## src/rtl/seg_scan_if.sv

```systemverilog
// Shadow-digit write and commit handshake bundle for seg_scan_ctrl.
// The master is the digit producer; the slave is the scan controller.
interface seg_scan_if;
  logic       wr_valid;
  logic       wr_ready;
  logic [2:0] wr_addr;
  logic [3:0] wr_data;
  logic       commit;
  logic       commit_done;

  modport master (
    output wr_valid, wr_addr, wr_data, commit,
    input  wr_ready, commit_done
  );

  modport slave (
    input  wr_valid, wr_addr, wr_data, commit,
    output wr_ready, commit_done
  );
endinterface

```

## src/rtl/seg_scan_ctrl.sv

```systemverilog
// Six-digit multiplexed display scanner with shadow/active digit banks and frame-aligned commit.
// Optional leading-zero blanking is enabled by defining SEG_LZB_EN.
module seg_scan_ctrl #(
  parameter int PRESCALE = 1023
) (
  input  logic             clk,
  input  logic             reset,
  input  logic             enable,
  seg_scan_if.slave        wr,
  output logic             frame_tick,
  output logic [3:0]       d,
  output logic [5:0]       seg_sel
);

  localparam logic [9:0] PRE = 10'(PRESCALE);

  typedef enum logic {IDLE = 1'b0, SCAN = 1'b1} state_t;

  state_t          state_q, state_d;
  logic [9:0]      cnt_q, cnt_d;
  logic [2:0]      idx_q, idx_d;
  logic            pend_q, pend_d;
  logic [5:0][3:0] shadow_q, shadow_d;
  logic [5:0][3:0] active_q, active_d;
  logic [3:0]      d_q, d_d;
  logic [5:0]      sel_q, sel_d;
  logic            tick_q, tick_d;
  logic            done_q, done_d;
  logic            show;

  function automatic logic [5:0] slot_sel(input logic [2:0] k);
    return 6'h20 >> k;
  endfunction

`ifdef SEG_LZB_EN
  // Slot k is blank while every digit from slot 0 through k is zero; slot 5 always shows.
  function automatic logic lz_blank(input logic [2:0] k, input logic [5:0][3:0] act);
    logic z;
    z = 1'b1;
    for (int i = 0; i < 5; i++)
      if (i <= int'(k) && act[i] != 4'h0) z = 1'b0;
    return z && (k < 3'd5);
  endfunction
`endif

  assign wr.wr_ready    = !pend_q;
  assign wr.commit_done = done_q;
  assign frame_tick     = tick_q;
  assign d              = d_q;
  assign seg_sel        = sel_q;

  always_comb begin
    state_d  = state_q;
    cnt_d    = cnt_q;
    idx_d    = idx_q;
    pend_d   = pend_q;
    shadow_d = shadow_q;
    active_d = active_q;
    d_d      = 4'h0;
    sel_d    = 6'h00;
    tick_d   = 1'b0;
    done_d   = 1'b0;
    show     = 1'b0;

    // Writes to slots 6/7 are accepted by the handshake but land nowhere.
    if (wr.wr_valid && !pend_q && wr.wr_addr <= 3'd5)
      shadow_d[wr.wr_addr] = wr.wr_data;
    // Uses pend_q, so a commit landing on the applying edge waits for the next boundary.
    if (wr.commit && !pend_q)
      pend_d = 1'b1;

    case (state_q)
      IDLE: begin
        cnt_d = '0;
        idx_d = '0;
        if (pend_q) begin
          active_d = shadow_q;
          pend_d   = 1'b0;
          done_d   = 1'b1;
        end
        if (enable) begin
          state_d = SCAN;
          show    = 1'b1;
        end
      end
      SCAN: begin
        if (!enable) begin
          state_d = IDLE;
          cnt_d   = '0;
          idx_d   = '0;
        end else begin
          show = 1'b1;
          if (cnt_q == PRE) begin
            cnt_d = '0;
            if (idx_q == 3'd5) begin
              idx_d  = '0;
              tick_d = 1'b1;
              if (pend_q) begin
                active_d = shadow_q;
                pend_d   = 1'b0;
                done_d   = 1'b1;
              end
            end else begin
              idx_d = idx_q + 3'd1;
            end
          end else begin
            cnt_d = cnt_q + 10'd1;
          end
        end
      end
      default: state_d = IDLE;
    endcase

    // Display registers load from the post-commit bank so a new frame shows new data at once.
    if (show) begin
      d_d   = active_d[idx_d];
      sel_d = slot_sel(idx_d);
`ifdef SEG_LZB_EN
      if (lz_blank(idx_d, active_d)) begin
        d_d   = 4'h0;
        sel_d = 6'h00;
      end
`endif
    end
  end

  always_ff @(posedge clk or posedge reset) begin
    if (reset) begin
      state_q  <= IDLE;
      cnt_q    <= '0;
      idx_q    <= '0;
      pend_q   <= 1'b0;
      shadow_q <= '0;
      active_q <= '0;
      d_q      <= 4'h0;
      sel_q    <= 6'h00;
      tick_q   <= 1'b0;
      done_q   <= 1'b0;
    end else begin
      state_q  <= state_d;
      cnt_q    <= cnt_d;
      idx_q    <= idx_d;
      pend_q   <= pend_d;
      shadow_q <= shadow_d;
      active_q <= active_d;
      d_q      <= d_d;
      sel_q    <= sel_d;
      tick_q   <= tick_d;
      done_q   <= done_d;
    end
  end

endmodule

```

## src/flat_wrapper.sv

```systemverilog
// flat-port wrapper written by rule: the top's interface ports become plain ports
module seg_scan_ctrl_flat 
#(
  parameter int PRESCALE = 1023
)
  (clk, reset, enable, frame_tick, d, seg_sel, wr_wr_valid, wr_wr_addr, wr_wr_data, wr_commit, wr_wr_ready, wr_commit_done);
  seg_scan_if wr_i ();
  input  logic clk;
  input  logic reset;
  input  logic enable;
  output logic frame_tick;
  output logic [3:0] d;
  output logic [5:0] seg_sel;
  input wire logic [$bits(wr_i.wr_valid)-1:0] wr_wr_valid;
  input wire logic [$bits(wr_i.wr_addr)-1:0] wr_wr_addr;
  input wire logic [$bits(wr_i.wr_data)-1:0] wr_wr_data;
  input wire logic [$bits(wr_i.commit)-1:0] wr_commit;
  output wire logic [$bits(wr_i.wr_ready)-1:0] wr_wr_ready;
  output wire logic [$bits(wr_i.commit_done)-1:0] wr_commit_done;
  assign wr_i.wr_valid = wr_wr_valid;
  assign wr_i.wr_addr = wr_wr_addr;
  assign wr_i.wr_data = wr_wr_data;
  assign wr_i.commit = wr_commit;
  assign wr_wr_ready = wr_i.wr_ready;
  assign wr_commit_done = wr_i.commit_done;
  seg_scan_ctrl #(.PRESCALE(PRESCALE)) u_core (.clk(clk), .reset(reset), .enable(enable), .wr(wr_i), .frame_tick(frame_tick), .d(d), .seg_sel(seg_sel));
endmodule
```

## config.mk

```make
export PLATFORM = sky130hd
export DESIGN_NAME = seg_scan_ctrl_flat
export DESIGN_NICKNAME = d
export VERILOG_FILES = /design/src/rtl/seg_scan_if.sv /design/src/rtl/seg_scan_ctrl.sv /design/src/flat_wrapper.sv
export SDC_FILE = /design/constraint.sdc
export NUM_CORES = 1
export LEC_CHECK = 0
export CORE_MARGIN = 2
export CORE_UTILIZATION = 30
export DETAILED_ROUTE_END_ITERATION = 7
export SETUP_SLACK_MARGIN = 0.1
export SLEW_MARGIN = 20
export SYNTH_ARGS = -nofsm -noshare
export SYNTH_HDL_FRONTEND = slang
export SYNTH_SLANG_ARGS = --single-unit
```

## constraint.sdc

```tcl
create_clock -name clk -period 6.3 [get_ports clk]
set_input_delay 1.26 -clock clk [delete_from_list [all_inputs] [get_ports clk]]
set_output_delay 1.26 -clock clk [all_outputs]
set_load 0.02 [all_outputs]
```

; ---- Word level (Yosys, flattened, before mapping)
; Index checks and enable logic that the tools add are counted.
[op_classes]
add_sub_neg = 2
magnitude_cmp = 4
n_eq_ne = 2
shifts = 1
mux = 35
bitwise_logic = 1
reduce_logical = 5
[ops]
columns = cell, count
row1 = $mux W24, 4
row2 = $pmux W24 S2, 1
row3 = $bwmux W24, 1
row4 = $mux W10, 2
row5 = $pmux W10 S2, 1
row6 = $mux W1, 14
row7 = $bmux W4 S3, 1
row8 = $demux W4 S3, 1
row9 = $mux W4, 3
row10 = $add A10 B1 Y10 const B, 1
row11 = $eq A10 B10 Y1 const B, 1
row12 = $mux W3, 3
row13 = $lt A3 B4 Y1 const B, 2
row14 = $mux W6, 1
row15 = $pmux W3 S2, 1
row16 = $shr A6 B3 Y6 const A, 1
row17 = $logic_and A1 B1 Y1, 4
row18 = $pmux W1 S2, 2
row19 = $add A3 B1 Y3 const B, 1
row20 = $eq A3 B3 Y1 const B, 1
row21 = $ge A3 B1 Y1 const B, 1
row22 = $le A3 B3 Y1 const B, 1
row23 = $logic_not A1 Y1, 1
row24 = $not A1 Y1, 1
[totals]
reg_bits = 75
inputBits = 12
wordCells = 70

; ---- Longest topological paths before layout
; Gate-level depths: netlist of run 1.
[logic_depth]
word_depth = 8
mapped_depth = 9
depth_no_buf = 7

; ---- Least setup slack after synthesis of run 1
; No wires, ideal clock.
[synth_path]
kind = input port to flip-flop
startpoint = in enable
endpoint = reg u_core.d_q[0], in the netlist u_core.d[0]
setup_time_ns = 0.135
t_arrival_ns = 2.791
t_required_ns = 6.165
path_slack_ns = 3.374
cell_stages = 8
n_path_buf = 2
path_cell_list = nand4b_4 -> or4_4 -> nor2b_4 -> buf_6 -> buf_12 -> mux2_4 -> a22oi_1 -> o32ai_1
[synth_rtl]
columns = item, line_no
row1 = "start, declared", flat_wrapper.sv:10  ; input logic enable;
row2 = "end signal, assigned", seg_scan_ctrl.sv:135  ; d_q <= 4'h0;
row3 = "end signal, assigned", seg_scan_ctrl.sv:146  ; d_q <= d_d;
row4 = "end, declared", seg_scan_ctrl.sv:25  ; logic [3:0] d_q, d_d;

; ---- Final worst setup path of run 1
[layout_path]
startpoint = in enable
endpoint = reg u_core.d_q[2], in the netlist u_core.d[2]
[layout_between]
elab_chain_len = 5
elab_cells_between_ends = 8
classes_between = mux: 8
[layout_rtl]
columns = item, line_no
row1 = $mux W24 or $mux W3 (tied branches), seg_scan_ctrl.sv:87  ; if (!enable) begin
row2 = $pmux W24 S2 or $pmux W3 S2 (tied branches), seg_scan_ctrl.sv:72  ; case (state_q)
row3 = $bmux W4 S3, seg_scan_ctrl.sv:116  ; d_d = active_d[idx_d];
row4 = $mux W4 (implied by the code), seg_scan_ctrl.sv:116
row5 = $mux W4 (*), seg_scan_ctrl.sv:115  ; if (show) begin
row6 = via u_core.d_d[2], seg_scan_ctrl.sv:25
; Mark *: on every way through the listed nets, which the timed path passes. The rest lies on a longest branch. The select of a mux whose other input is x is not followed.
; A chain may end at the register's enable or synchronous reset.

==> flow_summary.json, run 1 <==
{
  "grt_pass1_vias": 1945,
  "fin_crit_sh_pct": 52.0,
  "worst_slew_pin_slew_ns": 0.932,
  "grt-ovfl-total": 0,
  "worstPathArrival_ns": 3.53,
  "power_density_nw_per_um2": 346,
  "min_to": "u_core.active_q[0]",
  "p_leak_uw": 0.00172,
  "grt_util_all_layers_pct": 11.7,
  "cts_tree": "built",
  "netlist_area_um2": 3310,
  "clkSlewWorstSetupHoldPaths_ns": 0.09,
  "io-pin-count": 25,
  "ff2ff_setup_slack_ns": 3.66,
  "seq_area_frac_synth_pct": 56.6,
  "cts-resized-gates": 0,
  "cts_root_buf": "clkbuf_8",
  "hold_class": "register to register",
  "vdd.ir_drop.worst_mv": 0.110,
  "r2r_cells": 6,
  "synthDistinctLibCells": 38,
  "holdCritStartpoint": "u_core.active_q[0]",
  "drt_iter0_drc": 123,
  "layout_setup_ws_ns": 3.03,
  "drv_cap": 0,
  "fmax_ghz": 0.305,
  "dieArea_um2": 11900,
  "h-tree-depth": 3,
  "cts.sink_count": 75,
  "grt_use_met2_pct": 16.3,
  "synth_common_cells": "dfrtp_1, mux2_2, nor2_1, nand2_1, inv_1",
  "crit_fanout": 25,
  "final.setup.tns_ns": 0,
  "rows": 38,
  "wire_per_inst_um": 14.7,
  "io_buffers": 24,
  "clockBufferDepth": 2,
  "ys_seq_elements": 75,
  "cp_slowest_cell": "nor2b_4",
  "p_total_uw": 1340,
  "cpPeakStageDelay_ns": 0.66,
  "timing.hold.ws_ns": 0.491,
  "busiest_layer": "met1",
  "yosys_warnings": 0,
  "postRouteAntennaNets": 0,
  "fp.dieH_um": 109,
  "numCtsBuffers": 9,
  "crit_required_ns": 6.55,
  "timing.final.crit_period_ns": 3.27,
  "holdBufCountCts": 0,
  "die_x_um": 109,
  "insertedDiodeCount": 0,
  "hold-path-cell-count": 2,
  "syn-num-nets": 271,
  "drt_wl_total_mm": 6.36,
  "core_area_um2": 10800,
  "cp_top_family": "simple AND/OR/NAND/NOR gates",
  "synth_area_per_cell_um2": 12.8,
  "fin_util_pct": 35.8,
  "setup_viol_count_final": 0,
  "crit_chain": "clkdlybuf4s50_1, nand4b_4, or4_4, nor2b_4, mux2i_1, a22o_1, o32ai_1",
  "synthFlopType": "dfrtp_1",
  "slew_headroom_pct": 37.9,
  "synth_top_area_share_pct": 56.6,
  "grt_pass1_wl_mm": 10.4,
  "worstPathBufferInverterCount": 1,
  "initial_core_util_pct": 30.7,
  "antenna_found_initial": 0,
  "finalNetCount": 300,
  "drive_gt1_share_pct": 22.6,
  "drc_errors": 0,
  "firstDrtPassIters": 4,
  "drt-vias-per-instance": 4.66,
  "syn2layout_area_growth_pct": 16.5,
  "synth_most_common_cell": "dfrtp_1",
  "critPathKind": "primary input to register",
  "synthCells": 258,
  "fin_worst_skew_ns": 0.0100,
  "gp_congestion": 0.788,
  "synth-edff-count": 0,
  "place_ws_ns": 2.65,
  "grtUsageMet3_pct": 4.12,
  "r2r-start": "u_core.idx_q[1]",
  "worstSkewPairLatency_ns": 0.36,
  "critPathLaunchType": "primary input",
  "r2r_end": "u_core.d[2]",
  "rsz0062_at_grt": "no",
  "dp_hpwl_mm": 4.41,
  "hold_viol": 0,
  "final-max-slew-violation-count": 0,
  "vias": 2015,
  "crit_path_end_kind": "register",
  "yosysTopAreaCell": "dfrtp_1",
  "yosys-top-cells-area": "dfrtp_1, mux2_2, mux2_4",
  "cts_setup_buffers": 0,
  "async_reset_ff_share_pct": 100,
  "grt.met1_usage_pct": 17.1,
  "status": "completed",
  "grt_max_degree": 76
}
-- worst max path at each step --
stage	start	endpoint	slack [ns]	depth (start not counted)
2_1_floorplan	reset	u_core.active_q[0]	3.13	1
3_3_place_gp	enable	u_core.d[2]	2.71	7
3_5_place_dp	enable	u_core.d[2]	2.65	7
4_1_cts	enable	u_core.d[2]	3.03	7
5_1_grt	enable	u_core.d[2]	2.85	7
6_report	enable	u_core.d[2]	3.03	7
-- report_power, final --
group	switching, uW	internal (uW)
sequential	72.1	608
clock	197	190
combinational	110	161
-- final cells by class --
cell class | instances | area [um^2]
clock inverters | 7 | 85.1
repair buffers | 25 | 248
inverters | 10 | 37.5
clock buffers | 9 | 124
multi-input cells | 166 | 1320
well taps | 140 | 175
flip-flops and latches | 75 | 1880
fillers | 1032 | 6930
-- flip-flops by register name, summed over array words and instances, names as in the netlist --
signal                 cells
u_core.active_q           24
u_core.cnt_q              10
u_core.d                   4
u_core.frame_tick          1
u_core.idx_q               3
u_core.pend_q              1
u_core.seg_sel             6
u_core.shadow_q           24
u_core.state_q             1
u_core.wr.commit_done      1
-- cells in the final DEF, fill, tap and decap left out, drive strengths merged, types with 7 or more instances in the layout --
master	instances
dfrtp	75
mux2	42
nor2	24
clkdlybuf4s50	24
nand2	20
inv	13
clkbuf	9
xnor2	7
mux2i	7
a22o	7
-- cell families after synthesis --
family | synth area share, %
AND/OR/NAND/NOR | 13.7
flip-flops | 56.6
multiplexers | 17.3
AO/OA/AOI/OAI | 5.89
buffers and inverters | 3.66
XOR/XNOR | 2.38
adder cells (fa/ha/maj) | 0.378
-- through the flow --
stage / instance area, um^2 / cells
after global routing: 3860 / 432
after global placement: 3650 / 416
final: 3860 / 432
after CTS: 3860 / 432
after floorplan: 3310 / 258
after detailed placement: 3650 / 416
-- per-layer routing --
layer,up-vias,share of wire (%)
met5,-,0
met4,0,1.0
met3,9,4.1
met2,33,43
met1,997,52
li1,976,-
-- tightest hold or removal path, cell delays in order (launching register included) --
cell     delay, ns
dfrtp_1       0.33
mux2i_1       0.08
inv_1         0.06
Power figures use the tool's default switching activity.
==> inputs of run 2 (changes only) <==
clock period = 2.7 ns   (was 6.3 ns; I/O delays follow)
==> run 2 against run 1 <==
Compared with the run above: via count up 2.9%; clock skew up 0.0010 ns; flip-flop and latch count unchanged; power up 140%; highest routed layer unchanged; hold slack better by 0.0068 ns; core utilization increased by 1.1 points; critical path depth is the same; combinational power up 140%; die area unchanged; non-clock buffer count is 13 higher.
==> flow_summary.json, run 2 (synthesized netlist as in run 1, its figures left out) <==
{
  "fp.dieH_um": 109,
  "cp_slowest_cell": "clkdlybuf4s50_1",
  "worstPathArrival_ns": 2.65,
  "rows": 38,
  "cp.depth": 7,
  "vdd.ir_drop.worst_mv": 0.263,
  "insertedDiodeCount": 0,
  "syn2layout_area_growth_pct": 20.2,
  "h-tree-depth": 3,
  "critPathLaunchType": "primary input",
  "crit_required_ns": 2.95,
  "initial_core_util_pct": 30.7,
  "fin_crit_sh_pct": 89.0,
  "vias": 2073,
  "worst_slew_pin_slew_ns": 0.848,
  "critPathKind": "primary input to register",
  "cp_top_family": "simple AND/OR/NAND/NOR gates",
  "die_x_um": 109,
  "crit_fanout": 17,
  "worstPathBufferInverterCount": 1,
  "postRouteAntennaNets": 0,
  "grt_util_all_layers_pct": 12.6,
  "hold_viol": 0,
  "cts_setup_buffers": 0,
  "n_fill_cell": 1068,
  "grt_max_degree": 33,
  "cts_tree": "built",
  "grt_pass1_wl_mm": 11.2,
  "layout_common_cells": "dfrtp_1, mux2_2, nor2_1, clkdlybuf4s50_1, nand2_1",
  "clkSlewWorstSetupHoldPaths_ns": 0.09,
  "drc_errors": 0,
  "firstDrtPassIters": 4,
  "final-max-slew-violation-count": 0,
  "numCtsBuffers": 9,
  "core_area_um2": 10800,
  "io_buffers": 24,
  "drt_iter0_drc": 83,
  "fmax_ghz": 0.416,
  "cpPeakStageDelay_ns": 0.53,
  "io-pin-count": 25,
  "status": "completed",
  "crit_path_end_kind": "register",
  "setup_viol_count_final": 0,
  "power_density_nw_per_um2": 796,
  "cts_root_buf": "clkbuf_8",
  "drv_cap": 0,
  "grt-ovfl-total": 0,
  "fin_util_pct": 36.9,
  "fin_worst_skew_ns": 0.0110,
  "r2r_cells": 7,
  "drt-vias-per-instance": 4.66,
  "drt_wl_total_mm": 6.66,
  "rsz0062_at_grt": "no",
  "gp_congestion": 0.791,
  "final_common_cell": "dfrtp_1",
  "drive_gt1_share_pct": 26.2,
  "slew_headroom_pct": 43.4,
  "dp_hpwl_mm": 4.82,
  "cts.sink_count": 75,
  "timing.final.crit_period_ns": 2.40,
  "crit_chain": "clkdlybuf4s50_1, nand4b_4, or4_4, nor2b_4, mux2i_1, a22o_1, o32ai_1",
  "hold_class": "primary input to async pin",
  "final.setup.tns_ns": 0,
  "grt_pass1_vias": 2112,
  "clockBufferDepth": 2,
  "reg_top3": "u_core.active_q (24), u_core.shadow_q (24), u_core.cnt_q (10)",
  "antenna_found_initial": 0,
  "worstSkewPairLatency_ns": 0.36,
  "wire_per_inst_um": 15.0,
  "p_leak_uw": 0.00181,
  "finalNetCount": 313,
  "dieArea_um2": 11900
}
run 2: power by group:
part	switching, uW	internal [uW]	leakage (uW)
Sequential	168	1420	0.000954
Combinational	262	390	0.000741
Clock	477	456	0.000111
run 2: final cells by class:
type / count / area, um^2 / share of cell area, %
flip-flops and latches: 75 / 1880 / 47.1
multi-input cells: 166 / 1320 / 33.2
repair buffers: 38 / 358 / 8.98
well taps: 140 / 175 / 4.40
clock buffers: 9 / 124 / 3.11
clock inverters: 7 / 90.1 / 2.26
inverters: 10 / 37.5 / 0.942
run 2: worst paths after layout:
kind / from / endpoint / slack, ns
max in group asynchronous: reset / u_core.active_q[22] / 1.64
hold / removal: reset / u_core.d[2] / 0.50
setup / recovery: enable / u_core.d[3] / 0.30
setup reg to reg: u_core.cnt_q[0] / u_core.d[3] / 0.30
min in group clk: u_core.cnt_q[0] / u_core.cnt_q[0] / 0.50
hold reg to reg: u_core.cnt_q[0] / u_core.cnt_q[0] / 0.50
run 2: through the flow:
step / total power, uW / hold slack, ns / cell area, um^2 / instances / setup WS (ns)
final: 3170 / 0.498 / 3980 / 445 / 0.297
after global routing: 3350 / 0.513 / 3980 / 445 / 0.103
after CTS: 3210 / 0.501 / 3980 / 445 / 0.293
after detailed placement: 2260 / 0.477 / 3760 / 429 / -0.0544
after global placement: 2230 / 0.472 / 3760 / 429 / -0.0155
after floorplan: 2040 / 0.451 / 3310 / 258 / 0.250
run 2: metal layers:
metal	vias to the layer above	GRT usage (%)	wire [um]
met2	43	18.4	2940
met5	-	0	0
met3	13	3.47	262
met4	0	5.40	127
met1	1016	17.5	3330
li1	1001	-	-
run 2: what timing repair did:
item,in CTS,in global routing
gates resized for setup,0,1
setup endpoints to repair,0,1
hold buffers,0,0
==> edit 1 (config.mk and constraints of run 2) <==
The option `SEG_LZB_EN` is turned on by a define.
--- a/src/rtl/seg_scan_ctrl.sv
+++ b/src/rtl/seg_scan_ctrl.sv
@@ -1,5 +1,7 @@
 // Six-digit multiplexed display scanner with shadow/active digit banks and frame-aligned commit.
 // Optional leading-zero blanking is enabled by defining SEG_LZB_EN.
+`define SEG_LZB_EN
+
 module seg_scan_ctrl #(
   parameter int PRESCALE = 1023
 ) (
Check against the original RTL: not equivalent (a bounded check fails within 4 cycles, from zero or initial values and one cycle with reset high).
==> edit 1 against run 2 <==
Wire length grew 14%. Synthesized cell count up 14%. Sequential cell count did not move. Total power rose by 9.3%. Cell area up 6.4%. Synthesized area rose by 3.8%. Final cell count is 9.2% higher. Count of clock-buffer cells in the layout is the same. Global-route usage grew 0.55 points. Hold slack got worse by 0.025 ns. Combinational power is 2% higher. Worst setup slack worse by 0.050 ns. Largest cell class unchanged.
==> edit 1: results (changes against run 2) <==
metric	value	unit	change
crit path launch type	flop		
Leak	1.908	nW	+5.6%
global-route wire length before repair	12680	um	+13%
GRT Util Overall	13.16	%	+0.55 points
Post-Route WL	7572	um	+14%
clock root cell	clkbuf_16		
maximum number of pins on one net before global-route repair	76		+130%
Synthesized Nets	308		+14%
sequential-to-total area share from yosys stat	54.59	%	-2.1 points
vias	2359		+14%
Worst EP arrival	2.66	ns	about the same
1st-iter DRT viols	165		+99%
worst slack, placed	0.08283	ns	+0.1372 ns
worst skew pair latency	0.34	ns	-0.02 ns
post-synth cell types	48		+26%
top cells by area, synth	dfrtp_1 55%, mux2_2 8.8%, nand2_1 4.8%		
Final nets	351		+12%
type of the most critical hold path	reg -> reg		
outcome	complete, no violations		
top cells by count, synth	75 x dfrtp_1, 44 x nand2_1, 27 x mux2_2, 23 x nor2_1		
area delta synth->final	23.29	%	
Placed Area	3918	um^2	+4.1%
Reg clk slew, reported paths	0.06	ns	-0.03 ns
Clock Skews	0.006690	ns	-0.004335 ns
worst IR drop on VDD	0.4825	mV	+83%
Crit Path Max Fanout	7		-10
[edit 1: changes by cell type in the layout (fill, tap and decap cells not counted), sizes merged, moves of 6 or more]
cell           run 2  this run
a211oi             0         6
a22o               7         0
and2               1        10
mux2              42        33
nand2             20        44
o21ai              0         7
[edit 1: worst paths after layout]
path,to,slack (ns),depth (start not counted)
setup / recovery,u_core.d[3],0.25,9
hold / removal,u_core.active_q[20],0.47,2
setup reg to reg,u_core.d[3],0.25,9
hold reg to reg,u_core.active_q[20],0.47,2
max in group asynchronous,u_core.frame_tick,1.76,3
min in group asynchronous,u_core.cnt_q[5],0.60,3
[edit 1: cell families after synthesis]
logic type	share of synthesized area, %
AO/OA/AOI/OAI	7.533
XOR/XNOR	1.783
adder cells (fa/ha/maj)	0.3638
buffers and inverters	3.348
flip-flops	54.59
multiplexers	14.34
AND/OR/NAND/NOR	18.05
[edit 1: cell type report]
cell class                      count  area share [%]
Sequential cell                    75           44.27
Multi-Input combinational cell    200           34.24
Timing Repair Buffer               40           8.796
Clock buffer                        9           5.313
Tap cell                          143           4.221
Clock inverter                      7           1.800
Inverter                           12           1.358
[edit 1: routing by layer]
metal  GRT usage [%]  part of all wire [%]  wire length, um  vias to the layer above
li1                -                     -                -                     1124
met1           18.47                    50             3800                     1183
met2           19.14                    45             3394                       46
met3           4.483                   3.9              294                        6
met4           4.362                   1.1               82                        0
met5               0                     0                0                        -
[edit 1: metrics by stage]
step	power, W	instances
finish	0.003467	486
global route	0.003651	486
CTS	0.003505	484
detailed placement	0.002290	468
global placement	0.002263	468
floorplan	0.002034	295
[edit 1: timing repair]
action | CTS | global route
endpoints found under the setup margin | 0 | 4
buffers inserted | 0 | 2
gates resized for setup | 0 | 1
[edit 1: critical path: cells and delay by family (launching register included)]
kind	cells	cell delay (ns)
AOI/OAI and AO/OA	2	0.46
adders and majority gates	1	0.23
buffers and inverters	2	0.38
DFF	1	0.38
muxes	1	0.37
and+or+nand+nor	3	0.51
[edit 1: report_power, final]
group          internal [W]  switching [W]
Combinational      0.000347       0.000318
Clock              0.000721       0.000479
Sequential          0.00139       0.000207
Total               0.00246        0.00100
==> edit 2 (settings of run 2) <==
Made on the original files. Reset style: synchronous (`reset`), changed in one clocked block.
--- a/src/rtl/seg_scan_ctrl.sv
+++ b/src/rtl/seg_scan_ctrl.sv
@@ -124,7 +124,7 @@
     end
   end
 
-  always_ff @(posedge clk or posedge reset) begin
+  always_ff @(posedge clk) begin
     if (reset) begin
       state_q  <= IDLE;
       cnt_q    <= '0;
Function: differs if reset is asserted again (counterexample within 4 cycles, from zero or initial values and one cycle with reset high); with reset held inactive, the same outputs for 10 cycles.
==> edit 2 against run 2 <==
Wire length down 4.1%. Synthesized area down 9.1%. Die area down 8.7%. Fmax up 0.29%. Worst setup slack better by 0.0070 ns. Cell area down 9.3%. Largest cell class unchanged. Sequential cell count unchanged. Critical path depth up 1.
Power is not compared: it rests on default switching activity, and its combinational part moved more than twofold at a synthesized area within 25%.
==> edit 2: results (changes against run 2) <==
metric	value	unit	change
Final Cycle Share	88.74	%	-0.26 points
GRT Util Overall	12.49	%	-0.12 points
sequential-to-total area share from yosys stat	49.83	%	-6.8 points
CP max stage delay	0.37	ns	-0.16 ns
Worst EP arrival	2.64	ns	about the same
CP delay by family, top	multiplexers		
vias	2177		+5.0%
clock buffer depth	2		unchanged
type of the most critical hold path	reg -> reg		
Placed Area	3420	um^2	-9.1%
multiplexer share of the synthesized area	19.39	%	+2.1 points
Largest regs	u_core.active_q: 24 flops, u_core.shadow_q: 24 flops, u_core.cnt_q: 10 flops		
Synthesized Nets	316		+17%
Leak	1.463	nW	
Post-Route WL	6380	um	-4.1%
Final nets	346		+11%
post-synthesis adder-cell area fraction	0.4153	%	+0.038 points
global-route wire length before repair	10700	um	-4.3%
Num CTS Buffers	9		unchanged
Setup crit end	u_core.d[2]		
async set-or-reset flop fraction in the synthesized netlist	0	%	-100 points
met2 Use GR	19.50	%	+1.1 points
outcome	complete, no violations		
post-detail-place hpwl	4522	um	-6.2%
GRT met1 Usage	16.65	%	-0.85 points
Crit Path Max Fanout	28		+11
worst slack, placed	0.1573	ns	+0.2117 ns
pin slew with the least headroom to its limit	0.5626	ns	-0.2853 ns
DP Cell Count	455		+6.1%
share of post-route cells with drive strength above 1	10.36	%	-16 points
Metal-1 WL	3279	um	-1.4%
worst hold margin	0.4872	ns	-0.01108 ns
1st-iter DRT viols	75		-9.6%
CP startpoint	u_core.cnt_q[0]		
depth of the most critical reg-to-reg path	8		+1
GR Util met3	4.135	%	+0.67 points
post-DR vias/cell	4.622		-0.78%
Clock Skews	0.01205	ns	+0.001028 ns
Main synth FF type	dfxtp_1		
top cells by count, synth	75 x dfxtp_1, 73 x nor2_1, 55 x mux2i_1, 8 x nand3_1, 7 x clkbuf_1		
DR WL met2	2785	um	-5.3%
fillers	1011		-5.3%
top cells by area, synth	dfxtp_1 50%, mux2i_1 18%, nor2_1 9.1%		
Met3 Wirelength	253	um	-3.4%
Compound-Gate Fraction of Synth Area	6.395	%	+0.50 points
final RePlAce weighted congestion	0.7630		-3.5%
Antenna diodes	0		unchanged
post-synth cell types	42		+11%
hold path endpoint	u_core.cnt_q[0]		
slowest stage cell, crit path	dfxtp_1		
Post-Synth XOR/XNOR Area	2.035	%	-0.34 points
syn avg cell area	9.944	um^2	-23%
## edit 2: area by class of cell
cell class | instances | area, um^2 | area share [%]
clock inverters | 7 | 68.82 | 1.905
multi-input cells | 210 | 1429 | 39.56
inverters | 6 | 22.52 | 0.6235
flip-flops and latches | 75 | 1501 | 41.57
clock buffers | 9 | 123.9 | 3.429
well taps | 133 | 166.4 | 4.607
repair buffers | 31 | 300.3 | 8.313
## edit 2: where the power goes
| part | switching, W | leakage, nW | total [W] | internal, W |
|---|---|---|---|---|
| combinational | 0.0000686 | 0.763 | 0.000124 | 0.0000551 |
| clock | 0.000414 | 0.0950 | 0.000836 | 0.000423 |
| sequential | 0.00000862 | 0.606 | 0.00113 | 0.00112 |
## edit 2: timing repair
item                                   4_1_cts  5_1_grt
setup endpoints to repair                    0        1
endpoints found under the hold margin        0        0
hold buffers                                 0        0
